===== src/rtl/btn_pkg.sv =====
// Shared types and constants for the button event controller.
package btn_pkg;

  typedef enum logic [2:0] {
    IDLE   = 3'd0,
    PRESS1 = 3'd1,
    WAIT2  = 3'd2,
    PRESS2 = 3'd3,
    HOLD   = 3'd4
  } btn_state_e;

  // Cycle counts at a 50 MHz sys_clk.
  localparam int DEF_DEBOUNCE_CYC = 1_000_000;
  localparam int DEF_LONG_CYC     = 50_000_000;
  localparam int DEF_DCLICK_CYC   = 15_000_000;
  localparam int DEF_REPEAT_CYC   = 10_000_000;

  // Counter width for a count that reaches n-1, at least one bit.
  function automatic int cnt_width(input int n);
    return (n > 1) ? $clog2(n) : 1;
  endfunction

  // The gesture timer must reach the largest of the three timeouts.
  function automatic int tmr_width(input int a, input int b, input int c);
    int m;
    m = a;
    if (b > m) m = b;
    if (c > m) m = c;
    return cnt_width(m);
  endfunction

endpackage


===== src/rtl/btn_debounce.sv =====
// Synchroniser, debounce counter and press/release edge flags for one key.
module btn_debounce
  import btn_pkg::*;
#(
  parameter int DEBOUNCE_CYC = DEF_DEBOUNCE_CYC
) (
  input  logic sys_clk,
  input  logic sys_rst_n,
  input  logic i_btn,
  output logic o_level,
  output logic press_f,
  output logic rel_f
);

  localparam int DW = cnt_width(DEBOUNCE_CYC);
  localparam logic [DW-1:0] DB_LAST = DW'(DEBOUNCE_CYC - 1);

  logic          btn_m;
  logic          btn_s;
  logic [DW-1:0] db_cnt;
  logic [1:0]    lvl_r;

  // Two-flop synchroniser; i_btn has no relation to sys_clk.
  always_ff @(posedge sys_clk or negedge sys_rst_n) begin
    if (!sys_rst_n) begin
      btn_m <= 1'b0;
      btn_s <= 1'b0;
    end else begin
      btn_m <= i_btn;
      btn_s <= btn_m;
    end
  end

  // Accept a new level only after it has differed for DEBOUNCE_CYC cycles.
  always_ff @(posedge sys_clk or negedge sys_rst_n) begin
    if (!sys_rst_n) begin
      db_cnt  <= '0;
      o_level <= 1'b0;
    end else if (btn_s == o_level) begin
      db_cnt <= '0;
    end else if (db_cnt == DB_LAST) begin
      db_cnt  <= '0;
      o_level <= btn_s;
    end else begin
      db_cnt <= db_cnt + 1'b1;
    end
  end

  // History of the debounced level for edge extraction.
  always_ff @(posedge sys_clk or negedge sys_rst_n) begin
    if (!sys_rst_n) lvl_r <= 2'b00;
    else            lvl_r <= {lvl_r[0], o_level};
  end

  assign press_f = lvl_r[0] & ~lvl_r[1];
  assign rel_f   = lvl_r[1] & ~lvl_r[0];

endmodule


===== src/rtl/btn_event_ctrl.sv =====
// Button gesture classifier: short press, long press, double click.
// Optional auto-repeat while held long is enabled by defining BTN_REPEAT_EN.
module btn_event_ctrl
  import btn_pkg::*;
#(
  parameter int DEBOUNCE_CYC = DEF_DEBOUNCE_CYC,
  parameter int LONG_CYC     = DEF_LONG_CYC,
  parameter int DCLICK_CYC   = DEF_DCLICK_CYC,
  parameter int REPEAT_CYC   = DEF_REPEAT_CYC
) (
  input  logic sys_clk,
  input  logic sys_rst_n,
  input  logic i_btn,
  output logic o_level,
  output logic short_press,
  output logic long_press,
  output logic double_click,
  output logic o_repeat,
  output logic o_busy
);

  localparam int TW = tmr_width(LONG_CYC, DCLICK_CYC, REPEAT_CYC);
  localparam logic [TW-1:0] LONG_LAST = TW'(LONG_CYC - 1);
  localparam logic [TW-1:0] DCLK_LAST = TW'(DCLICK_CYC - 1);
  localparam logic [TW-1:0] TMR_MAX   = '1;

  btn_state_e    state, state_nxt;
  logic [TW-1:0] tmr;
  logic          press_f, rel_f;
  logic          tmr_clr;
  logic          short_d, long_d, dbl_d;

  btn_debounce #(.DEBOUNCE_CYC(DEBOUNCE_CYC)) u_db (
    .sys_clk   (sys_clk),
    .sys_rst_n (sys_rst_n),
    .i_btn     (i_btn),
    .o_level   (o_level),
    .press_f   (press_f),
    .rel_f     (rel_f)
  );

`ifdef BTN_REPEAT_EN
  localparam logic [TW-1:0] REP_LAST = TW'(REPEAT_CYC - 1);
  logic rep_d;
`endif

  // Next-state and event decode; edges take priority over timeouts.
  always_comb begin
    state_nxt = state;
    tmr_clr   = 1'b0;
    short_d   = 1'b0;
    long_d    = 1'b0;
    dbl_d     = 1'b0;
`ifdef BTN_REPEAT_EN
    rep_d     = 1'b0;
`endif
    case (state)
      IDLE:   if (press_f) state_nxt = PRESS1;
      PRESS1: begin
        if (rel_f) state_nxt = WAIT2;
        else if (tmr == LONG_LAST) begin
          long_d    = 1'b1;
          state_nxt = HOLD;
        end
      end
      WAIT2: begin
        if (press_f) state_nxt = PRESS2;
        else if (tmr == DCLK_LAST) begin
          short_d   = 1'b1;
          state_nxt = IDLE;
        end
      end
      PRESS2: begin
        if (rel_f) begin
          dbl_d     = 1'b1;
          state_nxt = IDLE;
        end
      end
      HOLD: begin
        if (rel_f) state_nxt = IDLE;
`ifdef BTN_REPEAT_EN
        else if (tmr == REP_LAST) begin
          rep_d   = 1'b1;
          tmr_clr = 1'b1;
        end
`endif
      end
      default: state_nxt = IDLE;
    endcase
  end

  // State register.
  always_ff @(posedge sys_clk or negedge sys_rst_n) begin
    if (!sys_rst_n) state <= IDLE;
    else            state <= state_nxt;
  end

  // Gesture timer: restarts on any state change, saturates instead of wrapping.
  always_ff @(posedge sys_clk or negedge sys_rst_n) begin
    if (!sys_rst_n)                          tmr <= '0;
    else if (state_nxt != state || tmr_clr)  tmr <= '0;
    else if (state != IDLE && tmr != TMR_MAX) tmr <= tmr + 1'b1;
  end

  // Registered one-cycle event pulses.
  always_ff @(posedge sys_clk or negedge sys_rst_n) begin
    if (!sys_rst_n) begin
      short_press  <= 1'b0;
      long_press   <= 1'b0;
      double_click <= 1'b0;
    end else begin
      short_press  <= short_d;
      long_press   <= long_d;
      double_click <= dbl_d;
    end
  end

`ifdef BTN_REPEAT_EN
  // Registered auto-repeat pulse.
  always_ff @(posedge sys_clk or negedge sys_rst_n) begin
    if (!sys_rst_n) o_repeat <= 1'b0;
    else            o_repeat <= rep_d;
  end
`else
  assign o_repeat = 1'b0;
`endif

  assign o_busy = (state != IDLE);

endmodule


===== config.mk =====
export PLATFORM = sky130hd
export DESIGN_NAME = btn_event_ctrl
export DESIGN_NICKNAME = d
export VERILOG_FILES = /design/src/rtl/btn_pkg.sv /design/src/rtl/btn_debounce.sv /design/src/rtl/btn_event_ctrl.sv
export SDC_FILE = /design/constraint.sdc
export NUM_CORES = 1
export LEC_CHECK = 0
export CAP_MARGIN = 15
export CORE_UTILIZATION = 30
export CTS_BUF_LIST = sky130_fd_sc_hd__clkbuf_8
export DETAILED_ROUTE_END_ITERATION = 16
export GPL_TIMING_DRIVEN = 0
export SYNTH_ARGS = -nofsm -noshare
export SYNTH_HDL_FRONTEND = slang
export SYNTH_HIERARCHICAL = 1
export SYNTH_SLANG_ARGS = --single-unit

===== constraint.sdc =====
create_clock -name sys_clk -period 4.8 [get_ports sys_clk]
set_clock_uncertainty 0.05 [all_clocks]
set_input_delay 0.96 -clock sys_clk [delete_from_list [all_inputs] [get_ports sys_clk]]
set_output_delay 0.96 -clock sys_clk [all_outputs]
set_load 0.1 [all_outputs]

==> impl_metrics.toml <==
[logic_synthesis]
syn_nets = 324
synth_area_um2 = 3130
syn_area_per_cell_um2 = 9.81
synthesis.instances = 319
ys_seq_elements = 57
ys_warn_count = 6
synth_cell_type_count = 52
yosysSeqAreaShare_pct = 45.6

[detailed_routing]
num_vias = 2390
drc_errors = 0
ant_nets = 0
wl_per_cell_um = 13.4
drtIter0Drc = 72
wl_um = 6380
via_per_inst = 5.02
first_pass_iters = 4

[setup_path]
crit_path_end_kind = "primary output"
cp_num_buf_inv = 3
critPathMaxFanout = 9
slowest_stage = "clkdlybuf4s50_1"
cp.depth = 4
crit_end = "o_busy"
critPathArrivalTime_ns = 2.81
cp_slowest_stage_delay_ns = 1.06
ff2ff_setup_slack_ns = 2.40
required_ns = 3.79
worst-setup-path-type = "flip-flop to primary output"
reg2reg_to = "tmr[18]"
crit-reg2reg-launch = "u_db/lvl_r[0]"
crit_path_start = "state[2]"
crit_chain = "clkbuf_1, nor3_1, clkinv_1, clkdlybuf4s50_1"
cp_top_family = "buffers and inverters"
critPathLaunchType = "flip-flop"
reg2regPathDepth = 7

[sta]
setup_viol = 0
rsz0062_at_grt = "false"
fin_setup_tns_ns = 0
maxSlewViolCount = 0
worst_pin_slew_ns = 0.965
finalCriticalPeriod_ns = 3.82
hold_viol_final = 0
period_share_pct = 79.7
hold_ws_ns = 0.298
fmax_mhz = 261
slew_headroom_pct = 35.4

[floorplanning]
fp.coreArea_um2 = 9950
die_h_um = 104
num_io_pins = 9
std_cell_rows = 36
dieWidth_um = 104
start_util_pct = 31.4
die-area_um2 = 10800

[clock_tree]
post_cts_buffers = 0
cts-resized-gates = 0
cts.sinks = 57
htreeDepth = 3
root_buffer = "clkbuf_8"
clk_pin_slew_ns = 0.06
hold_buffers = 0
insertion_delay_ns = 0.34
clockBufferDepth = 2
cts_tree = "yes"
numCtsBuffers = 9

[power]
peakVddDrop_mv = 0.188
p_leak_uw = 0.00152
p_per_area_nw_per_um2 = 268

[min_path]
hp-start = "u_db/btn_m"
worstHoldPathType = "flip-flop to flip-flop"

[cells_and_area]
synthToLayoutAreaGrowth_pct = 14.8
layout-drive-gt1-share_pct = 15.2
num-nets-final = 343
num_antenna_cells = 0
n_fill_cell = 1011

[global_route]
track_usage_pct = 13.5
grt_max_degree = 38
grt_pass1_vias = 2437
grt_pass1_wl_um = 11500
grt_overflow = 0
grt_antenna_before_repair = 0

[place]
dpl.hpwl_um = 4490
portBuffers = 7
gp_congestion = 0.773

[status]
status = "complete, no violations"

[flow_run]
maxCapViolCount = 0
## cells in the mapped netlist, drive strengths merged
library cell | count | area share [%]
a21oi | 10 | 1.7
a41oi | 1 | 0.28
and2 | 1 | 0.20
and3 | 7 | 1.4
and4 | 5 | 1.4
buf | 9 | 2.2
clkbuf | 3 | 0.36
clkinv | 1 | 0.12
conb | 1 | 0.12
dfrtp | 57 | 46
ha | 2 | 0.80
inv | 4 | 0.48
mux2 | 1 | 0.36
mux2i | 1 | 0.32
nand2 | 18 | 2.2
nand2b | 3 | 0.60
nand3 | 15 | 2.4
nand3b | 1 | 0.24
nand4 | 12 | 3.2
nand4b | 2 | 0.56
nor2 | 54 | 6.5
nor2b | 3 | 0.60
nor3 | 7 | 1.1
nor3b | 1 | 0.24
nor4 | 11 | 3.3
nor4b | 3 | 0.84
o2111ai | 7 | 2.0
o211ai | 8 | 2.4
o21ai | 11 | 2.0
o22ai | 1 | 0.40
o31ai | 4 | 0.96
or2 | 3 | 0.60
or3 | 4 | 1.0
or3b | 2 | 0.56
or4 | 6 | 1.7
or4b | 2 | 0.64
xnor2 | 6 | 1.7
xor2 | 32 | 9.0
## per-layer routing
| layer | global-route usage [%] | vias to the layer above | share of wire (%) |
|---|---|---|---|
| met4 | 6.53 | 0 | 1.9 |
| met1 | 16.8 | 1174 | 47 |
| met5 | 0 | - | 0 |
| met2 | 20.8 | 27 | 48 |
| met3 | 4.64 | 9 | 3.3 |
| li1 | - | 1180 | - |
## flip-flops by register name (all words and copies together) (netlist names)
name	cells
double_click	1
long_press	1
short_press	1
state	3
tmr	26
u_db/btn_m	1
u_db/btn_s	1
u_db/db_cnt	20
u_db/lvl_r	2
u_db/o_level	1
## cell families after synthesis
logic type | Yosys count | share of synthesized area (%)
mux | 2 | 0.680
simple gates | 160 | 29.3
xor+xnor | 38 | 10.6
other cells | 1 | 0.120
compound gates | 42 | 9.72
flops | 57 | 45.6
fa+ha+maj | 2 | 0.800
buf+inv | 17 | 3.16
## report_power, final
group / total [uW] / internal, uW / leakage (uW) / switching, uW
registers: 486 / 483 / 0.000790 / 2.48
clock network: 454 / 271 / 0.000112 / 183
logic: 23.9 / 6.09 / 0.000618 / 17.8
total: 964 / 761 / 0.00152 / 203
## cell type report
type                            instances  area, um^2  area share [%]
Multi-Input combinational cell        245        1600            44.6
Sequential cell                        57        1430            39.7
Clock buffer                           15         206            5.75
Tap cell                              133         166            4.63
Timing Repair Buffer                    8        85.1            2.37
Buffer                                 12        80.1            2.23
Inverter                                5        18.8           0.523
Clock inverter                          1        5.00           0.139
## worst min-delay path by stage
stage	end	slack [ns]	cells past startpoint
after floorplan	u_db/btn_s	0.28	0
after global placement	u_db/btn_s	0.28	0
after detailed placement	u_db/btn_s	0.28	0
after CTS	u_db/btn_s	0.30	0
after global routing	u_db/btn_s	0.33	0
final	u_db/btn_s	0.30	0
## per-stage QoR
step / utilization, % / cells / power, uW / worst slack [ns] / cell area [um^2]
after floorplan: - / 319 / 504 / 2.21 / 3130
after global placement: 33.8 / 459 / 518 / 0.912 / 3360
after detailed placement: 33.9 / 460 / 520 / 1.34 / 3380
after CTS: 36.1 / 476 / 984 / 0.963 / 3590
after global routing: 36.1 / 476 / 1010 / 0.832 / 3590
final: 36.1 / 476 / 964 / 0.975 / 3590
## placed cells by master, fill, tap and decap left out, types with 5 or more instances in the layout
master           synthesis  layout
dfrtp_1                 57      57
nor2_1                  54      54
xor2_1                  32      32
nand2_1                 18      18
nand3_1                 15      15
clkbuf_8                 0      15
a21oi_1                  9       9
nand4_1                  8       8
nor3_1                   7       7
nor4_1                   7       7
o2111ai_1                7       7
and3_1                   6       6
xnor2_1                  6       6
o21ai_1                  6       6
clkdlybuf4s50_1          0       6
buf_2                    4       5
o211ai_1                 5       5
No activity file was read; power rests on OpenSTA's default activity.
